[config.mk]
export PLATFORM = sky130hd
export DESIGN_NAME = keypad_hex_scan_flat
export DESIGN_NICKNAME = d
export VERILOG_FILES = /design/src/rtl/keypad_hex_scan_pkg.sv /design/src/rtl/keypad_hex_scan_if.sv /design/src/rtl/keypad_hex_scan_sync_2ff.sv /design/src/rtl/keypad_hex_scan.sv /design/src/flat_wrapper.sv
export SDC_FILE = /design/constraint.sdc
export NUM_CORES = 1
export LEC_CHECK = 0
export CORE_UTILIZATION = 39
export DETAILED_ROUTE_END_ITERATION = 7
export PLACE_DENSITY = 0.53
export SYNTH_ARGS = -nofsm -noshare
export SYNTH_HDL_FRONTEND = slang
export SYNTH_HIERARCHICAL = 1
export SYNTH_SLANG_ARGS = --single-unit
export TNS_END_PERCENT = 20
[constraint.sdc]
create_clock -name clk -period 4.7 [get_ports clk]
set_input_delay 1.175 -clock clk [delete_from_list [all_inputs] [get_ports clk]]
set_output_delay 1.175 -clock clk [all_outputs]
set_load 0.02 [all_outputs]
[src/rtl/keypad_hex_scan_pkg.sv]
// Shared types and helpers for the 4x4 hex keypad scanner: FSM states,
// frame-result encoding, the key map and the minimum legal parameter values.
package keypad_pkg;

  localparam int MIN_SCAN_DIV  = 4;
  localparam int MIN_DB_FRAMES = 1;
  localparam int MIN_REPEAT    = 1;

  typedef enum logic [1:0] {
    ST_IDLE,
    ST_PRESS_CHK,
    ST_HELD,
    ST_RELEASE_CHK
  } scan_state_e;

  // Outcome of one full scan frame.
  typedef enum logic [1:0] {
    RES_NONE,
    RES_ONE,
    RES_MULTI
  } frame_res_e;

  // Row r (top to bottom), column c (left to right) to hex code.
  function automatic logic [3:0] key_map(input logic [1:0] r, input logic [1:0] c);
    logic [3:0] code;
    case ({r, c})
      4'b00_00: code = 4'h1;
      4'b00_01: code = 4'h2;
      4'b00_10: code = 4'h3;
      4'b00_11: code = 4'hA;
      4'b01_00: code = 4'h4;
      4'b01_01: code = 4'h5;
      4'b01_10: code = 4'h6;
      4'b01_11: code = 4'hB;
      4'b10_00: code = 4'h7;
      4'b10_01: code = 4'h8;
      4'b10_10: code = 4'h9;
      4'b10_11: code = 4'hC;
      4'b11_00: code = 4'hE;
      4'b11_01: code = 4'h0;
      4'b11_10: code = 4'hF;
      default:  code = 4'hD;
    endcase
    return code;
  endfunction

endpackage

[src/rtl/keypad_hex_scan_if.sv]
// Keypad-side and key-output signals of the scanner. master = scanner side,
// slave = keypad/consumer side.
interface keypad_hex_scan_if;
  logic [3:0] row;
  logic [3:0] col;
  logic [3:0] key;
  logic       key_tick;
  logic       key_held;
  logic       multi_key;

  modport master (
    input  row,
    output col, key, key_tick, key_held, multi_key
  );

  modport slave (
    output row,
    input  col, key, key_tick, key_held, multi_key
  );
endinterface

[src/rtl/keypad_hex_scan_sync_2ff.sv]
// Two-flop synchronizer of parameterized width for asynchronous inputs.
module sync_2ff #(
  parameter int               WIDTH   = 4,
  parameter logic [WIDTH-1:0] RST_VAL = '1
) (
  input  logic             clk,
  input  logic             reset,
  input  logic [WIDTH-1:0] d,
  output logic [WIDTH-1:0] q
);

  logic [WIDTH-1:0] meta;

  // Two-stage capture of the asynchronous input.
  // NOTE: non-blocking assignments make both stages sample the old values, so this really is two flops.
  always_ff @(posedge clk) begin
    if (!reset) begin
      meta <= RST_VAL;
      q    <= RST_VAL;
    end else begin
      meta <= d;
      q    <= meta;
    end
  end

endmodule

[src/rtl/keypad_hex_scan.sv]
// 4x4 hex keypad scanner: strobes one column at a time, samples the rows at
// the end of each column window, debounces over whole frames and issues a
// registered hex code with a one-cycle key_tick.
// Optional feature: define KEYPAD_AUTOREPEAT_EN for auto-repeat while held.
module keypad_hex_scan
  import keypad_pkg::*;
#(
  parameter int SCAN_DIV     = 50000,
  parameter int DB_FRAMES    = 4,
  parameter int REPEAT_DELAY = 32,
  parameter int REPEAT_RATE  = 8
) (
  input  logic                  clk,
  input  logic                  reset,
  keypad_hex_scan_if.master     bus
);

  localparam int DIVW = $clog2(SCAN_DIV);
  localparam int DBW  = $clog2(DB_FRAMES + 1);

  if (SCAN_DIV < MIN_SCAN_DIV) begin : g_bad_scan_div
    $error("SCAN_DIV below minimum");
  end
  if (DB_FRAMES < MIN_DB_FRAMES) begin : g_bad_db_frames
    $error("DB_FRAMES below minimum");
  end
  if (REPEAT_DELAY < MIN_REPEAT || REPEAT_RATE < MIN_REPEAT) begin : g_bad_repeat
    $error("REPEAT_DELAY/REPEAT_RATE below minimum");
  end

  // ---------------- row synchronizer ----------------
  logic [3:0] row_s;

  sync_2ff #(.WIDTH(4), .RST_VAL(4'hF)) u_row_sync (
    .clk   (clk),
    .reset (reset),
    .d     (bus.row),
    .q     (row_s)
  );

  // ---------------- column scan ----------------
  logic [DIVW-1:0] div_cnt;
  logic [1:0]      col_idx;
  logic            sample;
  logic            frame_end;

  assign sample    = (div_cnt == DIVW'(SCAN_DIV - 1));
  assign frame_end = sample && (col_idx == 2'd3);
  assign bus.col   = ~(4'b0001 << col_idx);

  // Column window timer; the column advances right after its sample cycle.
  always_ff @(posedge clk) begin
    if (!reset) begin
      div_cnt <= '0;
      col_idx <= 2'd0;
    end else if (sample) begin
      div_cnt <= '0;
      col_idx <= col_idx + 2'd1;
    end else begin
      div_cnt <= div_cnt + DIVW'(1);
    end
  end

  // ---------------- per-frame accumulators ----------------
  logic [1:0] acc_cnt;
  logic [3:0] acc_code;
  logic [1:0] win_cnt;
  logic [3:0] win_code;
  frame_res_e res;

  // Fold the current column's pressed rows into the running frame totals.
  // NOTE: every variable gets a default first so no path leaves one unassigned and infers a latch.
  always_comb begin
    win_cnt  = acc_cnt;
    win_code = acc_code;
    for (int r = 0; r < 4; r++) begin
      if (!row_s[r]) begin
        if (win_cnt != 2'd2) win_cnt = win_cnt + 2'd1;
        win_code = key_map(2'(r), col_idx);
      end
    end
    case (win_cnt)
      2'd0:    res = RES_NONE;
      2'd1:    res = RES_ONE;
      default: res = RES_MULTI;
    endcase
  end

  // Accumulate at each sample; the frame-end sample clears for the next frame.
  always_ff @(posedge clk) begin
    if (!reset) begin
      acc_cnt  <= 2'd0;
      acc_code <= 4'h0;
    end else if (frame_end) begin
      acc_cnt  <= 2'd0;
      acc_code <= 4'h0;
    end else if (sample) begin
      acc_cnt  <= win_cnt;
      acc_code <= win_code;
    end
  end

  // ---------------- debounce FSM ----------------
  scan_state_e    state, state_d;
  logic [DBW-1:0] cnt, cnt_d;
  logic [3:0]     cand, cand_d;
  logic [3:0]     key_q, key_d;
  logic           tick_q, tick_d;
  logic           multi_q, multi_d;
  logic           one_match_cand;
  logic           one_match_key;

  assign one_match_cand = (res == RES_ONE) && (win_code == cand);
  assign one_match_key  = (res == RES_ONE) && (win_code == key_q);

`ifdef KEYPAD_AUTOREPEAT_EN
  localparam int RPW = $clog2(((REPEAT_DELAY > REPEAT_RATE) ? REPEAT_DELAY : REPEAT_RATE) + 1);
  logic [RPW-1:0] rep_cnt, rep_cnt_d;
  logic           rep_first, rep_first_d;
  logic [RPW-1:0] rep_target;

  assign rep_target = rep_first ? RPW'(REPEAT_DELAY) : RPW'(REPEAT_RATE);
`endif

  // Next-state and output decode, evaluated once per frame end.
  always_comb begin
    state_d = state;
    cnt_d   = cnt;
    cand_d  = cand;
    key_d   = key_q;
    tick_d  = 1'b0;
    multi_d = multi_q;
`ifdef KEYPAD_AUTOREPEAT_EN
    rep_cnt_d   = rep_cnt;
    rep_first_d = rep_first;
`endif
    if (frame_end) begin
      multi_d = (res == RES_MULTI);
      case (state)
        ST_IDLE: begin
          if (res == RES_ONE) begin
            cand_d = win_code;
            if (DB_FRAMES == 1) begin
              key_d   = win_code;
              tick_d  = 1'b1;
              cnt_d   = '0;
              state_d = ST_HELD;
            end else begin
              cnt_d   = DBW'(1);
              state_d = ST_PRESS_CHK;
            end
          end
        end
        ST_PRESS_CHK: begin
          if (one_match_cand) begin
            if (cnt + DBW'(1) == DBW'(DB_FRAMES)) begin
              key_d   = cand;
              tick_d  = 1'b1;
              cnt_d   = '0;
              state_d = ST_HELD;
            end else begin
              cnt_d = cnt + DBW'(1);
            end
          end else if (res == RES_ONE) begin
            cand_d = win_code;
            cnt_d  = DBW'(1);
          end else begin
            cnt_d   = '0;
            state_d = ST_IDLE;
          end
        end
        ST_HELD: begin
          if (one_match_key) begin
`ifdef KEYPAD_AUTOREPEAT_EN
            if (rep_cnt + RPW'(1) == rep_target) begin
              tick_d      = 1'b1;
              rep_cnt_d   = '0;
              rep_first_d = 1'b0;
            end else begin
              rep_cnt_d = rep_cnt + RPW'(1);
            end
`endif
          end else if (res != RES_MULTI) begin
            if (DB_FRAMES == 1) begin
              cnt_d   = '0;
              state_d = ST_IDLE;
            end else begin
              cnt_d   = DBW'(1);
              state_d = ST_RELEASE_CHK;
            end
          end
        end
        default: begin // ST_RELEASE_CHK
          if (one_match_key) begin
            cnt_d   = '0;
            state_d = ST_HELD;
          end else if (cnt + DBW'(1) == DBW'(DB_FRAMES)) begin
            cnt_d   = '0;
            state_d = ST_IDLE;
          end else begin
            cnt_d = cnt + DBW'(1);
          end
        end
      endcase
    end
`ifdef KEYPAD_AUTOREPEAT_EN
    if (state_d != ST_HELD) begin
      rep_cnt_d   = '0;
      rep_first_d = 1'b1;
    end
`endif
  end

  // FSM state, debounce counter and registered outputs.
  always_ff @(posedge clk) begin
    if (!reset) begin
      state   <= ST_IDLE;
      cnt     <= '0;
      cand    <= 4'h0;
      key_q   <= 4'h0;
      tick_q  <= 1'b0;
      multi_q <= 1'b0;
    end else begin
      state   <= state_d;
      cnt     <= cnt_d;
      cand    <= cand_d;
      key_q   <= key_d;
      tick_q  <= tick_d;
      multi_q <= multi_d;
    end
  end

`ifdef KEYPAD_AUTOREPEAT_EN
  // Auto-repeat frame counter; only advances while held on a single key.
  always_ff @(posedge clk) begin
    if (!reset) begin
      rep_cnt   <= '0;
      rep_first <= 1'b1;
    end else begin
      rep_cnt   <= rep_cnt_d;
      rep_first <= rep_first_d;
    end
  end
`endif

  assign bus.key       = key_q;
  assign bus.key_tick  = tick_q;
  assign bus.multi_key = multi_q;
  assign bus.key_held  = (state == ST_HELD) || (state == ST_RELEASE_CHK);

endmodule

[src/flat_wrapper.sv]
// flat-port wrapper written by rule: the top's interface ports become plain ports
module keypad_hex_scan_flat import keypad_pkg::*;
#(
  parameter int SCAN_DIV     = 50000,
  parameter int DB_FRAMES    = 4,
  parameter int REPEAT_DELAY = 32,
  parameter int REPEAT_RATE  = 8
)
  (clk, reset, bus_row, bus_col, bus_key, bus_key_tick, bus_key_held, bus_multi_key);
  keypad_hex_scan_if bus_i ();
  input  logic clk;
  input  logic reset;
  input wire logic [$bits(bus_i.row)-1:0] bus_row;
  output wire logic [$bits(bus_i.col)-1:0] bus_col;
  output wire logic [$bits(bus_i.key)-1:0] bus_key;
  output wire logic [$bits(bus_i.key_tick)-1:0] bus_key_tick;
  output wire logic [$bits(bus_i.key_held)-1:0] bus_key_held;
  output wire logic [$bits(bus_i.multi_key)-1:0] bus_multi_key;
  assign bus_i.row = bus_row;
  assign bus_col = bus_i.col;
  assign bus_key = bus_i.key;
  assign bus_key_tick = bus_i.key_tick;
  assign bus_key_held = bus_i.key_held;
  assign bus_multi_key = bus_i.multi_key;
  keypad_hex_scan #(.SCAN_DIV(SCAN_DIV), .DB_FRAMES(DB_FRAMES), .REPEAT_DELAY(REPEAT_DELAY), .REPEAT_RATE(REPEAT_RATE)) u_core (.clk(clk), .reset(reset), .bus(bus_i));
endmodule
; ---- Word level (Yosys, flattened, before mapping)
; Cells that the tools add are included.
[word_totals]
elab_cells = 100
inputBits = 6
register_bits = 47
out_inout_bits = 11
[op_classes]
eq_ne = 24
n_reduce_logical = 16
add_sub_neg = 7
muxes = 38
shifts = 1
bitwise = 2
[op_table]
columns = op, count
row1 = 4-bit one-hot mux with 4 select lines, 3
row2 = 2-bit 2-to-1 mux, 16
row3 = 4-bit 2-to-1 mux, 6
row4 = 3-bit 2-to-1 mux, 6
row5 = "16-bit by 1-bit adder with 16-bit output, second input constant", 1
row6 = "16-bit equality test, second input constant", 1
row7 = "2-bit != test, second input constant", 7
row8 = 4-bit one-hot mux with 3 select lines, 1
row9 = 4-bit AND reduction, 3
row10 = "2-bit by 1-bit adder with 2-bit output, second input constant", 5
row11 = "2-bit equality test, second input constant", 5
row12 = 3-bit one-hot mux with 3 select lines, 1
row13 = "2-bit by 1-bit equality test with 1-bit output, second input constant", 4
row14 = 4-bit equality test, 2
row15 = 4-bit one-hot mux with 2 select lines, 1
row16 = 7-bit AND reduction, 1
row17 = 2-bit zero test, 3
row18 = 2-bit one-hot mux with 3 select lines, 1
row19 = 5-bit nonzero test, 1
row20 = "2-bit by 1-bit != test with 1-bit output, second input constant", 2
row21 = 4-bit NOT, 1
row22 = 2-bit one-hot mux with 2 select lines, 1
row23 = 2-bit OR reduction, 2
row24 = "1-bit by 2-bit << shifter with 4-bit output, first input constant", 1
row25 = other kinds (10), 13

; ---- Longest topological paths before layout
[logic_depth]
ltp_word = 18
ltp_mapped = 17
ltp_nobuf = 17

; ---- By module
; The synthesis kept the hierarchy.
[modules_own_cells]
columns = mod, n_inst, cells_each, area_per_inst_um2, seq_area_each_um2
row1 = keypad_hex_scan, 1, 300, 2478.6, 780.7
row2 = sync_2ff, 1, 16, 210.2, 160.2

; ---- Worst setup path after synthesis
; OpenSTA, ideal clock, no wires.
[synth_timing]
path_type = reg-to-reg
startpoint = register u_core.acc_cnt[0]
endpoint = register u_core.cnt[0]
required_time_ps = 4580
stages_incl_launch_ff = 18
slack_ps = 1186
setup_time_ps = 120
t_arrival_ps = 3394
period_less_slack_ps = 3514
path_cell_list = dfxtp_1 -> inv_1 -> ha_1 -> nor3_1 -> a31o_2 -> o21ai_0 -> ha_1 -> nor2_1 -> a21oi_1 -> inv_1 -> ha_1 -> nor2_1 -> a32oi_1 -> a21boi_1 -> or4_4 -> mux2_4 -> a211oi_2 -> nor3_1
[synth_between]
elab_chain_cells = 18
word_cells_on_any_way = 31
cone_classes = add/sub: 4 / eq/ne: 10 / mux: 13 / reduce/logical: 4
[synth_rtl]
columns = element, line
row1 = "start, declared", keypad_hex_scan.sv:65  ; logic [1:0] acc_cnt;
row2 = "start signal, assigned", keypad_hex_scan.sv:98  ; acc_cnt <= win_cnt;
row3 = 2-bit by 1-bit adder with 2-bit output or 2-bit != test (tied branches), keypad_hex_scan.sv:78  ; if (win_cnt != 2'd2) win_cnt = win_cnt + 2'd1;
row4 = 2-bit 2-to-1 mux, keypad_hex_scan.sv:78
row5 = 2-bit 2-to-1 mux (*), keypad_hex_scan.sv:77  ; if (!row_s[r]) begin
row6 = 2-bit by 1-bit adder with 2-bit output or 2-bit != test (tied branches), keypad_hex_scan.sv:78
row7 = 2-bit 2-to-1 mux, keypad_hex_scan.sv:78
row8 = 2-bit 2-to-1 mux (*), keypad_hex_scan.sv:77
row9 = 2-bit by 1-bit adder with 2-bit output or 2-bit != test (tied branches), keypad_hex_scan.sv:78
row10 = 2-bit 2-to-1 mux, keypad_hex_scan.sv:78
row11 = [... 2 more ...], -
row12 = 2-bit 2-to-1 mux, keypad_hex_scan.sv:78
row13 = 2-bit 2-to-1 mux (*), keypad_hex_scan.sv:77
row14 = 2-bit by 1-bit equality test with 1-bit output or 2-bit zero test (tied branches), keypad_hex_scan.sv:82  ; case (win_cnt)
row15 = 2-bit one-hot mux with 2 select lines (*), keypad_hex_scan.sv:82
row16 = 2-bit by 1-bit equality test with 1-bit output, -
row17 = 1-bit 2-to-1 mux (tied with other cells), keypad_hex_scan.sv:164  ; end else if (res == RES_ONE) begin
row18 = 3-bit 2-to-1 mux (tied with other cells), keypad_hex_scan.sv:155  ; if (one_match_cand) begin
row19 = 3-bit one-hot mux with 3 select lines or 4-bit AND reduction (tied branches), -
row20 = "end signal, assigned", keypad_hex_scan.sv:225  ; cnt <= cnt_d;
row21 = "end, declared", keypad_hex_scan.sv:105  ; logic [DBW-1:0] cnt, cnt_d;
; Every way passes the cells marked *; elsewhere a longest branch is shown, timed or not.
; A chain may end at the register's enable or synchronous reset.

; ---- Final worst setup path
; Ends and elaborated chain as after synthesis.

==> flow_summary.toml <==
[run_status]
outcome = "finished clean"

[critical_path]
cp_data_arrival_time_ns = 4.05
cp_cell_sequence = "inv_1, ha_1, nor3_1, a31o_2, o21ai_0, ha_1, nor2_1, a21oi_1, inv_1, ha_1, nor2_1, a32oi_1, a21boi_1, or4_4, mux2_4, a211oi_2, nor3_1"
path_buf_inv = 2
crit_fanout = 7
slowest_stage = "or4_4"
crit_path_end_kind = "register"
crit_path_start_kind = "register"
critPathKind = "register to register"
required_ns = 4.87
critical_path.startpoint = "u_core/acc_cnt[0]"
r2r-start = "u_core/acc_cnt[0]"
cpPeakStageDelay_ns = 0.60
critPathTopFamily = "simple AND/OR/NAND/NOR gates"
path_common_cell = "ha_1"

[floorplan]
die_width_um = 85.0
start_util_pct = 41.4
die_area_sq_um = 7230
ioPinCount = 17
rows = 29
dieHeight_um = 85.0
core_area_sq_um = 6490

[route]
drc = 0
viasPerCell = 5.30
finalWirelength_mm = 5.60
drt-pass1-iter-count = 5
routedWlPerCell_um = 13.8
final_antenna_net_count = 0
via_count = 2159
drtIter0Drc = 82

[pwr]
power_density_nw_per_um2 = 243
seqPwrFrac_pct = 56.3
switching_share_pct = 24.7
total_power_uw = 730
p_clk_share_pct = 35.6
netSwitchingPower_uw = 180
ir_drop_v = 0.000121
comb_power_share_pct = 8.1
internal_power_uw = 550
leakage_nw = 1.18

[clock_tree]
clkTransAtPathRegs_ns = 0.09
cts.sinks = 47
ctsHoldBuffers = 0
root_buffer = "clkbuf_8"
clk_latency_ns = 0.30
cts_buffers = 5
ctsResizeCount = 0
htree_num_levels = 2
clockBufferDepth = 2
cts_tree = "built"
post-cts-setup-buffer-count = 0

[global_route]
grt_start_max_net_pins = 17
overflow = 0
grt_pass1_wl_mm = 9.54
grt_pass1_vias = 2069
grt_use_total_pct = 16.6
antenna_found_initial = 0

[cells_and_area]
seq_area_sq_um = 941
final_util_pct = 46.3
nFillCells = 645
drive_gt1_share_pct = 5.76
areaGrowthSynthToFinish_pct = 11.7
nets = 354
multiInputGateArea_sq_um = 1640
diodes = 0

[sta]
rsz0062_at_grt = "false"
slew_headroom_pct = 53.2
drv_slew = 0
hold_viol = 0
fmax_mhz = 258
post-route-period-util_pct = 82.6
setup_tns_ns = 0
period_minus_slack_ns = 3.88
finalSetupViolCount = 0
worst_clock_skew_ns = 0.00768
tightestPinTransition_ns = 0.697
fin_ws_ns = 0.817

[yosys]
synth_cells = 316
synth_compound_area_share_pct = 13.8
synth-edff-count = 0
ys_async_sr_fraction_pct = 0
synth-simple-area-share_pct = 26.5
synth_xor_area_share_pct = 6.84
synth.cells.most_frequent = "dfxtp_1, nor2_1, nand2_1, ha_1"
synthMostInstantiatedCell = "dfxtp_1"
synth_top_cell_by_area = "dfxtp_1"
synth_top_family_by_area = "simple AND/OR/NAND/NOR gates"
synth_fa_ha_area_share_pct = 8.84
synth_mux_area_share_pct = 5.07
ys_warn_count = 6
ys_top_cells_by_area = "dfxtp_1, ha_1, nor2_1"
synth-seq-cells = 47
yosys_most_used_dff = "dfxtp_1"
synth_area_sq_um = 2690
synth_fp_nets = 341
yosysUniqueCellTypes = 55
synth_area_per_cell_sq_um = 8.51
ys_seq_area_share_pct = 35.0
yosysTopAreaCellShare_pct = 35.0

[placed_design]
dp_slack_ns = 0.828
gp_congestion = 0.800
dp_hpwl_mm = 4.05
portBuffers = 16

[min_path]
min_from = "u_core/u_row_sync/meta[1]"
min_path_type = "register to register"

[flow_run]
drv_cap = 0
==> power groups by stage <==
stage,Combinational (mW),Clock [mW],Sequential [mW]
after detailed placement,0.0600,0,0.420
final,0.0590,0.260,0.411
after global placement,0.0595,0,0.421
after floorplan,0.0471,0,0.415
after CTS,0.0602,0.271,0.411
after global routing,0.0670,0.284,0.413
==> final timing paths <==
path | cells after the start | slack, ns | end
worst min register to register | 1 | 0.41 | u_core/u_row_sync/q[1]
worst max register to register | 17 | 0.82 | u_core/cnt[0]
worst max-delay path | 17 | 0.82 | u_core/cnt[0]
worst min-delay path | 1 | 0.41 | u_core/u_row_sync/q[1]
==> worst register-to-register path: stages (launching register included) <==
cell      delay (ns)
dfxtp_1         0.43
inv_1           0.12
ha_1            0.36
nor3_1          0.21
a31o_2          0.17
o21ai_0         0.09
ha_1            0.30
nor2_1          0.04
a21oi_1         0.18
inv_1           0.06
ha_1            0.28
nor2_1          0.09
a32oi_1         0.05
a21boi_1        0.21
or4_4           0.60
mux2_4          0.29
a211oi_2        0.20
nor3_1          0.06
==> sequential cells by signal (all words and copies together), names as in the netlist <==
register / flops
u_core/bus.key_tick: 1
u_core/bus.multi_key: 1
u_core/acc_cnt: 2
u_core/u_row_sync/q: 4
u_core/col_idx: 2
u_core/state: 2
u_core/bus.key: 4
u_core/cand: 4
u_core/div_cnt: 16
u_core/u_row_sync/meta: 4
u_core/acc_code: 4
u_core/cnt: 3
==> through the flow <==
stage               hold WS [ns]  instances  area (sq um)
floorplan                  0.386        316          2690
global route               0.430        407          3000
global placement           0.392        399          2910
CTS                        0.419        407          3000
finish                     0.413        407          3000
detailed placement         0.396        399          2910
==> routing by layer <==
metal	GRT usage, %	wire length [um]	vias to the layer above
li1	-	-	1126
met1	21.3	2730	1007
met2	28.2	2640	20
met3	3.21	159	6
met4	5.08	65	0
met5	0	0	-
==> cells in the final DEF, fill, tap and decap left out, types with 2 or more instances in the layout <==
cell type	n
or4b_1	2
a21o_1	2
xor2_1	7
dfxtp_1	47
nor2b_1	11
and3_1	8
clkbuf_8	6
nor3_1	13
nor4_1	3
a211oi_1	2
xnor2_1	14
o21ai_0	5
o211ai_1	2
nand2_1	20
o21ai_1	2
ha_1	19
clkdlybuf4s50_1	16
nand4_1	2
o31ai_1	6
nand3_1	16
or3_1	3
nand3b_1	2
inv_1	16
a21oi_1	16
nor2_1	37
mux2i_1	11
nand2b_1	12
==> cell families after synthesis <==
| group | count (synthesis) |
|---|---|
| simple gates | 137 |
| compound gates | 51 |
| flops | 47 |
| buf+inv | 28 |
| xor+xnor | 21 |
| fa+ha+maj | 19 |
| mux | 13 |
==> cell type report <==
class                           instances  area share (%)
Multi-Input combinational cell        241            54.6
Inverter                               17            2.12
Tap cell                               77            3.21
Sequential cell                        47            31.3
Clock inverter                          1           0.292
Clock buffer                            7            2.87
Timing Repair Buffer                   17            5.58
Note: power is estimated with default switching activity, not from simulation.
